===== src/rtl/sel_lu_arbiter_if.sv =====
// sel_lu_arbiter_if: client handshake, result and logic-unit bus of the two-client arbiter
interface sel_lu_arbiter_if #(parameter int WIDTH = 4);
  logic             req0, req1;
  logic [WIDTH-1:0] a0, b0, a1, b1;
  logic             op0, op1;
  logic             gnt0, gnt1, done0, done1;
  logic [WIDTH-1:0] result;
  logic             busy;
  logic [WIDTH-1:0] lu_a, lu_b;
  logic             lu_chave;
  logic [WIDTH-1:0] lu_s;
  modport slave (
    input  req0, req1, a0, b0, a1, b1, op0, op1, lu_s,
    output gnt0, gnt1, done0, done1, result, busy, lu_a, lu_b, lu_chave
  );
  modport master (
    output req0, req1, a0, b0, a1, b1, op0, op1, lu_s,
    input  gnt0, gnt1, done0, done1, result, busy, lu_a, lu_b, lu_chave
  );
endinterface


===== src/rtl/sel_lu_arbiter.sv =====
// sel_lu_arbiter: round-robin two-client sequencer for the shared AND/OR logic unit
// Optional per-client done counters enabled by SEL_ARB_OPCOUNT_EN.
module sel_lu_arbiter #(parameter int WIDTH = 4) (
  input logic clk,
  input logic reset,
  sel_lu_arbiter_if.slave bus
`ifdef SEL_ARB_OPCOUNT_EN
  ,
  output logic [7:0] cnt0,
  output logic [7:0] cnt1
`endif
);
  typedef enum logic [1:0] {IDLE, EXEC, DONE} state_t;
  state_t           state_q;
  logic             prio_q, own_q, win1;
  logic             gnt0_q, gnt1_q, done0_q, done1_q, lu_chave_q;
  logic [WIDTH-1:0] result_q, lu_a_q, lu_b_q;
  // prio_q = 1 gives client 1 the win on contention
  assign win1 = bus.req1 & (~bus.req0 | prio_q);
  always_ff @(posedge clk) begin
    if (reset) begin
      state_q    <= IDLE;
      prio_q     <= 1'b0;
      own_q      <= 1'b0;
      gnt0_q     <= 1'b0;
      gnt1_q     <= 1'b0;
      done0_q    <= 1'b0;
      done1_q    <= 1'b0;
      result_q   <= '0;
      lu_a_q     <= '0;
      lu_b_q     <= '0;
      lu_chave_q <= 1'b0;
    end else begin
      gnt0_q  <= 1'b0;
      gnt1_q  <= 1'b0;
      done0_q <= 1'b0;
      done1_q <= 1'b0;
      case (state_q)
        IDLE: if (bus.req0 | bus.req1) begin
          state_q    <= EXEC;
          own_q      <= win1;
          prio_q     <= ~win1;
          gnt0_q     <= ~win1;
          gnt1_q     <= win1;
          lu_a_q     <= win1 ? bus.a1 : bus.a0;
          lu_b_q     <= win1 ? bus.b1 : bus.b0;
          lu_chave_q <= win1 ? bus.op1 : bus.op0;
        end
        EXEC: begin
          state_q  <= DONE;
          result_q <= bus.lu_s;
          done0_q  <= ~own_q;
          done1_q  <= own_q;
        end
        default: state_q <= IDLE;
      endcase
    end
  end
  assign bus.gnt0     = gnt0_q;
  assign bus.gnt1     = gnt1_q;
  assign bus.done0    = done0_q;
  assign bus.done1    = done1_q;
  assign bus.result   = result_q;
  assign bus.busy     = state_q != IDLE;
  assign bus.lu_a     = lu_a_q;
  assign bus.lu_b     = lu_b_q;
  assign bus.lu_chave = lu_chave_q;
`ifdef SEL_ARB_OPCOUNT_EN
  logic [7:0] cnt0_q, cnt1_q;
  always_ff @(posedge clk) begin
    if (reset) begin
      cnt0_q <= '0;
      cnt1_q <= '0;
    end else if (state_q == EXEC) begin
      if (!own_q && cnt0_q != 8'hff) cnt0_q <= cnt0_q + 8'd1;
      if (own_q && cnt1_q != 8'hff) cnt1_q <= cnt1_q + 8'd1;
    end
  end
  assign cnt0 = cnt0_q;
  assign cnt1 = cnt1_q;
`endif
endmodule


===== src/flat_wrapper.sv =====
// flat-port wrapper written by rule: the top's interface ports become plain ports
module sel_lu_arbiter_flat 
#(parameter int WIDTH = 4)
  (clk, reset, bus_req0, bus_req1, bus_a0, bus_b0, bus_a1, bus_b1, bus_op0, bus_op1, bus_lu_s, bus_gnt0, bus_gnt1, bus_done0, bus_done1, bus_result, bus_busy, bus_lu_a, bus_lu_b, bus_lu_chave);
  sel_lu_arbiter_if #(.WIDTH(WIDTH)) bus_i ();
  input logic clk;
  input logic reset;
  input wire logic [$bits(bus_i.req0)-1:0] bus_req0;
  input wire logic [$bits(bus_i.req1)-1:0] bus_req1;
  input wire logic [$bits(bus_i.a0)-1:0] bus_a0;
  input wire logic [$bits(bus_i.b0)-1:0] bus_b0;
  input wire logic [$bits(bus_i.a1)-1:0] bus_a1;
  input wire logic [$bits(bus_i.b1)-1:0] bus_b1;
  input wire logic [$bits(bus_i.op0)-1:0] bus_op0;
  input wire logic [$bits(bus_i.op1)-1:0] bus_op1;
  input wire logic [$bits(bus_i.lu_s)-1:0] bus_lu_s;
  output wire logic [$bits(bus_i.gnt0)-1:0] bus_gnt0;
  output wire logic [$bits(bus_i.gnt1)-1:0] bus_gnt1;
  output wire logic [$bits(bus_i.done0)-1:0] bus_done0;
  output wire logic [$bits(bus_i.done1)-1:0] bus_done1;
  output wire logic [$bits(bus_i.result)-1:0] bus_result;
  output wire logic [$bits(bus_i.busy)-1:0] bus_busy;
  output wire logic [$bits(bus_i.lu_a)-1:0] bus_lu_a;
  output wire logic [$bits(bus_i.lu_b)-1:0] bus_lu_b;
  output wire logic [$bits(bus_i.lu_chave)-1:0] bus_lu_chave;
  assign bus_i.req0 = bus_req0;
  assign bus_i.req1 = bus_req1;
  assign bus_i.a0 = bus_a0;
  assign bus_i.b0 = bus_b0;
  assign bus_i.a1 = bus_a1;
  assign bus_i.b1 = bus_b1;
  assign bus_i.op0 = bus_op0;
  assign bus_i.op1 = bus_op1;
  assign bus_i.lu_s = bus_lu_s;
  assign bus_gnt0 = bus_i.gnt0;
  assign bus_gnt1 = bus_i.gnt1;
  assign bus_done0 = bus_i.done0;
  assign bus_done1 = bus_i.done1;
  assign bus_result = bus_i.result;
  assign bus_busy = bus_i.busy;
  assign bus_lu_a = bus_i.lu_a;
  assign bus_lu_b = bus_i.lu_b;
  assign bus_lu_chave = bus_i.lu_chave;
  sel_lu_arbiter #(.WIDTH(WIDTH)) u_core (.clk(clk), .reset(reset), .bus(bus_i));
endmodule

===== config.mk =====
export PLATFORM = sky130hd
export DESIGN_NAME = sel_lu_arbiter_flat
export DESIGN_NICKNAME = d
export VERILOG_FILES = /design/src/rtl/sel_lu_arbiter_if.sv /design/src/rtl/sel_lu_arbiter.sv /design/src/flat_wrapper.sv
export SDC_FILE = /design/constraint.sdc
export NUM_CORES = 1
export LEC_CHECK = 0
export BUFFER_PORTS_ARGS = -buffer_cell sky130_fd_sc_hd__buf_2
export CORE_ASPECT_RATIO = 0.75
export CORE_UTILIZATION = 38
export DETAILED_ROUTE_END_ITERATION = 8
export PLACE_DENSITY = 0.76
export SLEW_MARGIN = 0
export SYNTH_ARGS = -nofsm -noshare
export SYNTH_HDL_FRONTEND = slang
export SYNTH_SLANG_ARGS = --single-unit
export TNS_END_PERCENT = 100

===== constraint.sdc =====
create_clock -name clk -period 1.1 [get_ports clk]
set_clock_uncertainty 0.05 [all_clocks]
set_input_delay 0.055 -clock clk [delete_from_list [all_inputs] [get_ports clk]]
set_output_delay 0.055 -clock clk [all_outputs]
set_load 0.01 [all_outputs]

==> reports/results.txt, run 1 <==
Top cell type by total area after synthesis - dfxtp_1
Routed len/inst - 13.9 um
Yosys reg bits - 21
Drt drc - 0
Initial antenna violation count - 0
Critical Path Source Type - flip-flop
Hold crit path type - in2reg
Chip Width - 55.7 um
Share of layout cells above drive strength 1 - 0.427
Io pins - 44
Worst Path Arrival - 1.11 ns
Failing checks - setup timing
Setup crit start - u_core.state_q[1]$_SDFFE_PP0P_
Synth cell count leaders - 21 x dfxtp_1, 18 x nand3_1, 9 x a31oi_1, 9 x nor2_1, 9 x o21ai_0
Die ar. - 2360 um2
# port buffers - 43
Largest net degree at the start of global routing - 17
Ant. Diodes - 0
Crit path capture - bus_busy
Flop-to-flop setup slack - -0.10 ns
H-Tree Depth - 1
Antenna Violating Nets Remaining - 0
Tmin final - 1.21 ns
Area after DPL - 1090 um2
Gr usage total - 0.228
Outcome - complete, but fails checks
Worst R2R Start - u_core.state_q[1]$_SDFFE_PP0P_
Slew Viols, Final - 0
CTS root buffer - clkbuf_4
Max Cap Viol - 0
First-pass GRT wire length - 4040 um
Clock transition at the registers of the reported paths - 0.12 ns
Drt pass-1 iters - 4
Most used DFF post-synth - dfxtp_1
Synthesized area - 822 um2
Cell-internal power - 1.20 mW
Later-pin clock latency in the skew report - 0.31 ns
Hold path startpoint - reset
P&R area growth vs syn - 71.5%
R2R cell count - 4
Avg Inst Size Synth - 9.03 um2
Comb pwr share - 0.263
Psw - 0.498 mW
Crit-path slowest cell - dfxtp_2
Clock power share - 0.230
Top post-synthesis cells by area - dfxtp_1 51%, nand3_1 11%, a31oi_1 6.8%
CTS Sinks - 21
Initial core utilization - 0.408
Post-synth cell types - 17
Via density - 5.16
Initial DRC count - 22
Max Fclk - 0.825 GHz
Post-route setup slack - -0.112 ns
Max Root-Sink Buffers - 2
CTS tree - built
Yosys warning count - 0
Pwr dens - 1210 nW/um2
Fin area - 1410 um2
Total grt overflow - 0
Detailed Place HPWL - 1540 um
P_leak - 0.656 nW
Worst Setup Path Type - reg2out
R2R Path End - u_core.bus.lu_b[2]$_SDFFE_PP0P_
Async set or reset register ratio after synthesis - 0
Most common cell in the netlist - dfxtp_1
Sequential-to-total area share from yosys stat - 0.511
Register share of total power - 0.507
Fin nets - 191
Slew HR - 0.736
Final setup violation count - 17
Area fraction of the dominant cell type after synthesis - 0.511
Core area - 2010 um2
WP data required - 1.00 ns
Vias in the first global route - 868
Sw Ratio - 0.292
WL final - 2610 um
Gpl congestion - 0.786
CP Cell Sequence - or2_4, buf_6
Number of flops mapped to enable cells by yosys - 0
Max stage delay on crit path - 0.37 ns
Post-Synthesis Cells - 91
Worst Path Max Fanout - 8
Worst VDD drop - 1.18 mV
Final Hold Viols - 0
Pre-CTS setup slack - -0.0672 ns
Mapped Nets - 117
CTS buffer count - 3
Period utilization - 1.10
Worst slew pin tran - 0.395 ns
RSZ-0062 raised after global routing - true
Via count - 970
FP Rows - 14
Die height - 42.3 um
Nature of the critical path endpoint - output port
## cell type report
cell class,count,area [um2]
tap,24,30.0
clock buffer,4,26.3
fill,157,604
timing repair buffer,76,532
sequential,21,425
multi-input combinational,63,397
## power by group through the flow
stage	Clock [mW]	Combinational (mW)	Sequential (mW)
floorplan	0	0.166	0.888
global placement	0	0.325	0.867
detailed placement	0	0.329	0.870
CTS	0.397	0.418	0.856
global route	0.425	0.485	0.869
finish	0.392	0.448	0.863
## kinds of logic after synthesis
group | Yosys count | synth area share
compound gates | 20 | 0.138
buf+inv | 7 | 0.0563
flops | 21 | 0.511
mux | 4 | 0.0487
simple gates | 39 | 0.245
## through the flow
step | total power, mW | hold WS (ns) | setup TNS [ns] | utilization | cells
6_report | 1.70 | 0.0482 | -0.898 | 0.700 | 188
5_1_grt | 1.78 | 0.0610 | -2.10 | 0.700 | 188
4_1_cts | 1.67 | 0.0454 | -0.703 | 0.681 | 188
3_5_place_dp | 1.20 | 0.248 | -0.698 | 0.540 | 160
3_3_place_gp | 1.19 | 0.239 | -0.182 | 0.540 | 160
2_1_floorplan | 1.05 | 0.0849 | 0 | - | 91
## routing by layer
metal	share of wire	routed length, um	track usage
met2	0.48	1250	0.388
met1	0.42	1090	0.282
met3	0.089	233	0.0617
met5	0	0	0
met4	0.013	34	0.0750
## critical path: cells and delay by family, from the launching register on
family | cells | cell delay (ns)
buf+inv | 1 | 0.13
flops | 1 | 0.37
simple gates | 1 | 0.29
## placed cells by master, fill, tap and decap left out, drive strengths merged
| cell | n |
|---|---|
| nor3 | 2 |
| nor2 | 9 |
| a211oi | 1 |
| mux2i | 4 |
| nand2b | 3 |
| nand3 | 18 |
| nand2 | 3 |
| or2 | 1 |
| nor3b | 2 |
| dlygate4sd3 | 22 |
| dfxtp | 21 |
| and2 | 1 |
| clkbuf | 4 |
| o21ai | 9 |
| a21oi | 1 |
| buf | 54 |
| a31oi | 9 |
## worst min-delay path by stage
stage	endpoint	cells past startpoint
final	u_core.bus.result[0]$_SDFFE_PP0N_	2
after detailed placement	u_core.bus.result[2]$_SDFFE_PP0N_	3
after global routing	u_core.bus.result[2]$_SDFFE_PP0N_	2
after global placement	u_core.bus.result[3]$_SDFFE_PP0N_	3
after floorplan	u_core.state_q[1]$_SDFFE_PP0P_	1
after CTS	u_core.bus.result[0]$_SDFFE_PP0N_	2
## state kept, by name, indices dropped and copies added (netlist names)
signal / cells
u_core.bus.done1: 1
u_core.own_q: 1
u_core.bus.gnt0: 1
u_core.bus.lu_b: 4
u_core.bus.result: 4
u_core.bus.lu_a: 4
u_core.bus.done0: 1
u_core.state_q: 2
u_core.bus.lu_chave: 1
u_core.bus.gnt1: 1
u_core.prio_q: 1
## repair_timing
action,4_1_cts,5_1_grt
pin swaps,7,3
gates resized for setup,12,9
setup buffers,2,0
hold endpoints to repair,13,0
cloned,0,0
endpoints found under the setup margin,17,18
hold buffers,22,0
(Power assumes the default switching activity.)
==> run 2: changes to the inputs <==
--- a/config.mk
+++ b/config.mk
@@ -10,6 +10,8 @@
 export CORE_UTILIZATION = 38
 export DETAILED_ROUTE_END_ITERATION = 8
 export PLACE_DENSITY = 0.76
+export SKIP_CTS_REPAIR_TIMING = 1
+export SKIP_LAST_GASP = 1
 export SLEW_MARGIN = 0
 export SYNTH_ARGS = -nofsm -noshare
 export SYNTH_HDL_FRONTEND = slang
==> constraint.sdc (replaced) <==
create_clock -name clk -period 1.1 [get_ports clk]
set_clock_uncertainty 0.05 [all_clocks]
set_input_delay 0.055 -clock clk [delete_from_list [all_inputs] [get_ports clk]]
set_output_delay 0.055 -clock clk [all_outputs]
set_load 0.02 [all_outputs]
==> reports/results.txt, run 2 (synthesized netlist as in run 1, its figures left out) <==
Outcome - complete, but fails checks
Failing checks - setup timing
WL final - 2490 um (-4.5%)
WP buf/inv - 1 (unchanged)
Tmin final - 1.22 ns (+0.00799 ns)
Worst VDD drop - 1.15 mV (-3.0%)
Max stage delay on crit path - 0.38 ns (about the same)
Setup crit start - u_core.state_q[0]$_SDFFE_PP0P_
Post-route setup slack - -0.120 ns (-0.00799 ns)
Largest net degree at the start of global routing - 17 (unchanged)
Fin area - 1360 um2 (-3.7%)
Worst Setup Path Type - reg2out
Total grt overflow - 0 (unchanged)
Crit-path slowest cell - dfxtp_4
Worst Path Arrival - 1.11 ns (about the same)
Core area - 2010 um2 (unchanged)
RSZ-0062 raised after global routing - true
WP data required - 1.00 ns (about the same)
P_leak - 0.642 nW (-2.1%)
Final Hold Viols - 0 (unchanged)
H-Tree Depth - 1 (unchanged)
Gpl congestion - 0.786 (unchanged)
Later-pin clock latency in the skew report - 0.31 ns (about the same)
First-pass GRT wire length - 3290 um (-19%)
Initial antenna violation count - 0 (unchanged)
Most common cell after layout, fill and taps aside - buf_2
Commonest non-fill, non-tap cells in the layout - 42 x buf_2, 22 x dlygate4sd3_1, 19 x dfxtp_1, 18 x nand3_1
P&R area growth vs syn - 65.1%
Worst hold slack - 0.0439 ns (-0.00429 ns)
Pwr dens - 1250 nW/um2 (+3.3%)
Gr usage total - 0.185 (-0.0428)
Die ar. - 2360 um2 (unchanged)
Io pins - 44 (unchanged)
Initial core utilization - 0.408 (unchanged)
Chip Width - 55.7 um (unchanged)
CTS root buffer - clkbuf_4
Fillers - 167 (+6.4%)
CTS buffer count - 3 (unchanged)
CP Cell Sequence - or2_4, buf_6
CTS tree - built
Vias in the first global route - 740 (-15%)
Worst Path Max Fanout - 6 (-2)
Largest delay share family, worst path - flip-flops
Initial DRC count - 20 (-9.1%)
Period utilization - 1.11 (+0.00726)
Max Cap Viol - 0 (unchanged)
# port buffers - 43 (unchanged)
Hold crit path type - in2reg
Antenna Violating Nets Remaining - 0 (unchanged)
FP Rows - 14 (unchanged)
Detailed Place HPWL - 1540 um (unchanged)
Share of layout cells above drive strength 1 - 0.374 (-0.0526)
Worst R2R Start - u_core.state_q[1]$_SDFFE_PP0P_
Max Root-Sink Buffers - 2 (unchanged)
Fin nets - 190 (-0.52%)
Area after DPL - 1090 um2 (unchanged)
Via count - 934 (-3.7%)
Clock transition at the registers of the reported paths - 0.12 ns (about the same)
Worst slew pin tran - 0.363 ns (-0.0321 ns)
Die height - 42.3 um (unchanged)
Slew Viols, Final - 0 (unchanged)
CTS Sinks - 21 (unchanged)
Drt drc - 0 (unchanged)
Routed len/inst - 13.3 um (-4.0%)
Via density - 4.99 (-3.2%)
Hold path startpoint - reset
Final setup violation count - 17 (unchanged)
Ant. Diodes - 0 (unchanged)
Critical Path Source Type - flip-flop
Drt pass-1 iters - 4 (unchanged)
Slew HR - 0.758 (+0.0214)
Nature of the critical path endpoint - output port
Max Fclk - 0.820 GHz (-0.65%)
## run 2: cell types whose count changed in the layout (fill, tap and decap cells not counted), sizes merged
| cell | previous run | this run |
|---|---|---|
| buf | 54 | 52 |
| or2 | 1 | 2 |
## run 2: final timing paths
check,to,slack (ns),depth (start not counted)
worst max-delay path,bus_busy,-0.12,2
worst min-delay path,u_core.bus.result[0]$_SDFFE_PP0N_,0.04,2
worst min register to register,u_core.bus.done0$_SDFF_PP0_,0.44,1
worst max register to register,u_core.prio_q$_SDFFE_PP0P_,-0.08,4
## run 2: final cells by class
cell class | instances | area (um2) | share of cell area
repair buffers | 74 | 509 | 0.375
flip-flops and latches | 21 | 428 | 0.315
multi-input cells | 64 | 364 | 0.268
well taps | 24 | 30.0 | 0.0221
clock buffers | 4 | 26.3 | 0.0194
## run 2: worst reg2reg max path, cell delays in order (launching register included)
cell,delay [ns]
dfxtp_4,0.38
nor3b_2,0.27
buf_4,0.19
nor2_1,0.04
a211oi_1,0.19
## run 2: through the flow
step	worst slack (ns)	setup TNS [ns]	instances	power [mW]	util
2_1_floorplan	-0.00685	-0.0548	91	1.09	-
5_1_grt	-0.176	-2.18	187	1.78	0.674
3_5_place_dp	-0.0672	-0.698	160	1.24	0.540
6_report	-0.120	-0.787	187	1.69	0.674
4_1_cts	-0.274	-1.27	164	1.62	0.553
3_3_place_gp	-0.0298	-0.182	160	1.23	0.540
## run 2: where the power goes
group	total (mW)	switching [mW]	leakage [nW]	internal (mW)
Sequential	0.854	0.0352	0.174	0.819
Combinational	0.451	0.230	0.453	0.222
Clock	0.387	0.245	0.0150	0.142
Total	1.69	0.510	0.642	1.18
## run 2: routing by layer
metal / GRT usage / wire length (um)
met5: 0 / 0
met1: 0.218 / 1110
met4: 0.0750 / 55
met3: 0.0833 / 197
met2: 0.296 / 1130
==> run 3: changes to the inputs <==
--- a/config.mk
+++ b/config.mk
@@ -5,12 +5,12 @@
 export SDC_FILE = /design/constraint.sdc
 export NUM_CORES = 1
 export LEC_CHECK = 0
+export ABC_AREA = 1
 export BUFFER_PORTS_ARGS = -buffer_cell sky130_fd_sc_hd__buf_2
 export CORE_ASPECT_RATIO = 0.75
-export CORE_UTILIZATION = 38
+export CORE_UTILIZATION = 40
 export DETAILED_ROUTE_END_ITERATION = 8
-export PLACE_DENSITY = 0.76
-export SKIP_CTS_REPAIR_TIMING = 1
+export PLACE_DENSITY = 0.79
 export SKIP_LAST_GASP = 1
 export SLEW_MARGIN = 0
 export SYNTH_ARGS = -nofsm -noshare
==> reports/results.txt, run 3 <==
WHS Endpoint - u_core.bus.lu_a[1]$_SDFFE_PP0P_
CTS Sinks - 21 (unchanged)
Clock transition at the registers of the reported paths - 0.12 ns (about the same)
Max Cap Viol - 0 (unchanged)
Top cell type by total area after synthesis - dfxtp_1
Outcome - complete, but fails checks
Initial core utilization - 0.438 (+0.0295)
CTS buffer count - 3 (unchanged)
Post-Synthesis Cells - 119 (+31%)
Area after DPL - 1130 um2 (+4.0%)
Via density - 5.18 (+3.8%)
Area fraction of the dominant cell type after synthesis - 0.461 (-0.0505)
Period utilization - 1.02 (-0.0866)
Worst Path Max Fanout - 3 (-3)
Fillers - 161 (-3.6%)
Failing checks - DRC, setup timing
Synthesized area - 912 um2 (+11%)
Worst slew pin tran - 0.414 ns (+0.0517 ns)
Hold path startpoint - bus_a0[1]
Gpl congestion - 0.751 (-4.5%)
Final Hold Viols - 0 (unchanged)
Avg Inst Size Synth - 7.66 um2 (-15%)
Detailed Place HPWL - 1620 um (+4.8%)
Core area - 2080 um2 (+3.5%)
Most common cell after layout, fill and taps aside - buf_2
Most common cell in the netlist - nand2_1
Share of layout cells above drive strength 1 - 0.407 (+0.0327)
Tmin final - 1.12 ns (-0.0953 ns)
Worst Path Arrival - 1.02 ns (-0.09 ns)
RSZ-0062 raised after global routing - true
Hold crit path type - in2reg
Routed len/inst - 13.2 um (-0.53%)
Fin area - 1320 um2 (-2.6%)
Hold Path Depth - 5 (+3)
Gr usage total - 0.197 (+0.0114)
Slew Viols, Final - 0 (unchanged)
Worst VDD drop - 0.709 mV (-38%)
R2R cell count - 7 (+3)
Total grt overflow - 0 (unchanged)
Initial DRC count - 36 (+80%)
Commonest non-fill, non-tap cells in the layout - 42 x buf_2, 24 x nand2_1, 18 x dfxtp_1, 15 x nand3_1
Top post-synthesis cells by area - dfxtp_1 46%, nand2_1 11%, nand3_1 9.3%
Chip Width - 57.1 um (+2.6%)
Flop-to-flop setup slack - -0.01 ns (+0.07 ns)
Die ar. - 2480 um2 (+5.2%)
Initial antenna violation count - 0 (unchanged)
WL final - 2600 um (+4.3%)
Number of flops mapped to enable cells by yosys - 0 (unchanged)
Sequential-to-total area share from yosys stat - 0.461 (-0.0505)
Max Root-Sink Buffers - 2 (unchanged)
P&R area growth vs syn - 45.0%
Drt pass-1 iters - 6 (+2)
Vias in the first global route - 853 (+15%)
Yosys warning count - 0 (unchanged)
Most Crowded Layer GR - met2
# port buffers - 43 (unchanged)
Antenna Violating Nets Remaining - 0 (unchanged)
Critical Path Source Type - flip-flop
CTS tree - built
Worst R2R Start - u_core.state_q[1]$_SDFFE_PP0P_
Later-pin clock latency in the skew report - 0.31 ns (about the same)
Fin nets - 199 (+4.7%)
H-Tree Depth - 1 (unchanged)
Die height - 43.4 um (+2.5%)
Io pins - 44 (unchanged)
Placed Instances - 182 (+14%)
Pwr dens - 1350 nW/um2 (+8.3%)
FP Rows - 14 (unchanged)
Via count - 1016 (+8.8%)
Final setup violation count - 2 (-15)
WP data required - 1.00 ns (about the same)
Met1 GRT Util - 0.233 (+0.0155)
Mapped Nets - 145 (+24%)
M3 GR Usage - 0.0746 (-0.00871)
Synth cell count leaders - 26 x nand2_1, 21 x dfxtp_1, 17 x nand3_1, 13 x inv_1, 11 x nor2_1
Async set or reset register ratio after synthesis - 0 (unchanged)
Ant. Diodes - 0 (unchanged)
Nature of the critical path endpoint - output port
Largest net degree at the start of global routing - 14 (-3)
CTS root buffer - clkbuf_4
Post-route setup slack - -0.0245 ns (+0.0953 ns)
Drt drc - 2 (+2)
Met2 Track Usage GR - 0.339 (+0.0424)
Worst Setup Path Type - reg2out
First-pass GRT wire length - 3650 um (+11%)
Yosys reg bits - 21 (unchanged)
Most used DFF post-synth - dfxtp_1
Slew HR - 0.724 (-0.0342)
Final non-filler cell total - 196 (+4.8%)
P_leak - 0.705 nW (+9.8%)
Max Fclk - 0.889 GHz (+8.5%)
R2R Path End - u_core.bus.lu_b[1]$_SDFFE_PP0P_
Post-synth cell types - 19 (+2)
[run 3: changes by cell type after synthesis, sizes merged, moves of 3 or more]
cell,change
nand2,+26
inv,+14
a31oi,-9
nand4,+8
nor2,+5
mux2i,-4
o21ai,-4
nand2b,-3
[run 3: layout make-up]
cell class / count / area [um2] / area share
inverters: 14 / 52.6 / 0.0397
well taps: 24 / 30.0 / 0.0227
clock buffers: 4 / 26.3 / 0.0199
multi-input cells: 79 / 462 / 0.349
flip-flops and latches: 21 / 427 / 0.323
repair buffers: 54 / 325 / 0.246
[run 3: worst max path at each step]
| stage | start | depth (start not counted) | slack [ns] | to |
|---|---|---|---|---|
| 6_report | u_core.state_q[1]$_SDFFE_PP0P_ | 3 | -0.02 | bus_busy |
| 5_1_grt | u_core.state_q[0]$_SDFFE_PP0P_ | 6 | -0.06 | u_core.bus.lu_chave$_SDFFE_PP0P_ |
| 4_1_cts | u_core.state_q[1]$_SDFFE_PP0P_ | 6 | -0.005 | u_core.bus.lu_a[0]$_SDFFE_PP0P_ |
| 3_5_place_dp | u_core.state_q[1]$_SDFFE_PP0P_ | 6 | 0.009 | u_core.bus.lu_b[1]$_SDFFE_PP0P_ |
| 3_3_place_gp | u_core.state_q[0]$_SDFFE_PP0P_ | 6 | 0.05 | u_core.bus.lu_b[3]$_SDFFE_PP0P_ |
| 2_1_floorplan | u_core.state_q[1]$_SDFFE_PP0P_ | 7 | 0.06 | u_core.bus.lu_a[1]$_SDFFE_PP0P_ |
[run 3: routing by layer]
layer | share of wire | up-vias
li1 | - | 492
met5 | 0 | -
met1 | 0.40 | 455
met3 | 0.099 | 8
met4 | 0.010 | 0
met2 | 0.49 | 61
[run 3: per-stage QoR]
| step | power, mW | utilization | setup TNS, ns | hold slack, ns | setup WS (ns) |
|---|---|---|---|---|---|
| 2_1_floorplan | 1.18 | - | 0 | 0.115 | 0.0597 |
| 3_3_place_gp | 1.30 | 0.543 | 0 | 0.206 | 0.0492 |
| 3_5_place_dp | 1.32 | 0.543 | 0 | 0.216 | 0.00939 |
| 4_1_cts | 1.70 | 0.593 | -0.0131 | 0.00176 | -0.00536 |
| 5_1_grt | 1.87 | 0.634 | -0.399 | 0.0114 | -0.0639 |
| 6_report | 1.79 | 0.634 | -0.0380 | 0.00529 | -0.0245 |
[run 3: report_power, final]
part / switching [mW] / internal (mW)
Sequential: 0.0393 / 0.828
Clock: 0.238 / 0.142
Combinational: 0.327 / 0.210
Total: 0.605 / 1.18
[run 3: logic make-up (layout without fill, tap and decap cells)]
logic type,Yosys count,after routing,synth area share
AO/OA/AOI/OAI,7,7,0.0425
buffers and inverters,20,72,0.104
flip-flops,21,21,0.461
AND/OR/NAND/NOR,71,72,0.392
[run 3: repair_timing]
item	CTS	global route
pin swaps	1	3
resized for setup	3	17
hold endpoints to repair	14	0
gates cloned	0	1
buffers inserted	0	2
endpoints found under the setup margin	5	16
hold buffers	7	0
[run 3: worst max-delay path, stage by stage (launching register included)]
cell	delay [ns]
dfxtp_2	0.38
inv_2	0.07
nand2_4	0.12
buf_6	0.14
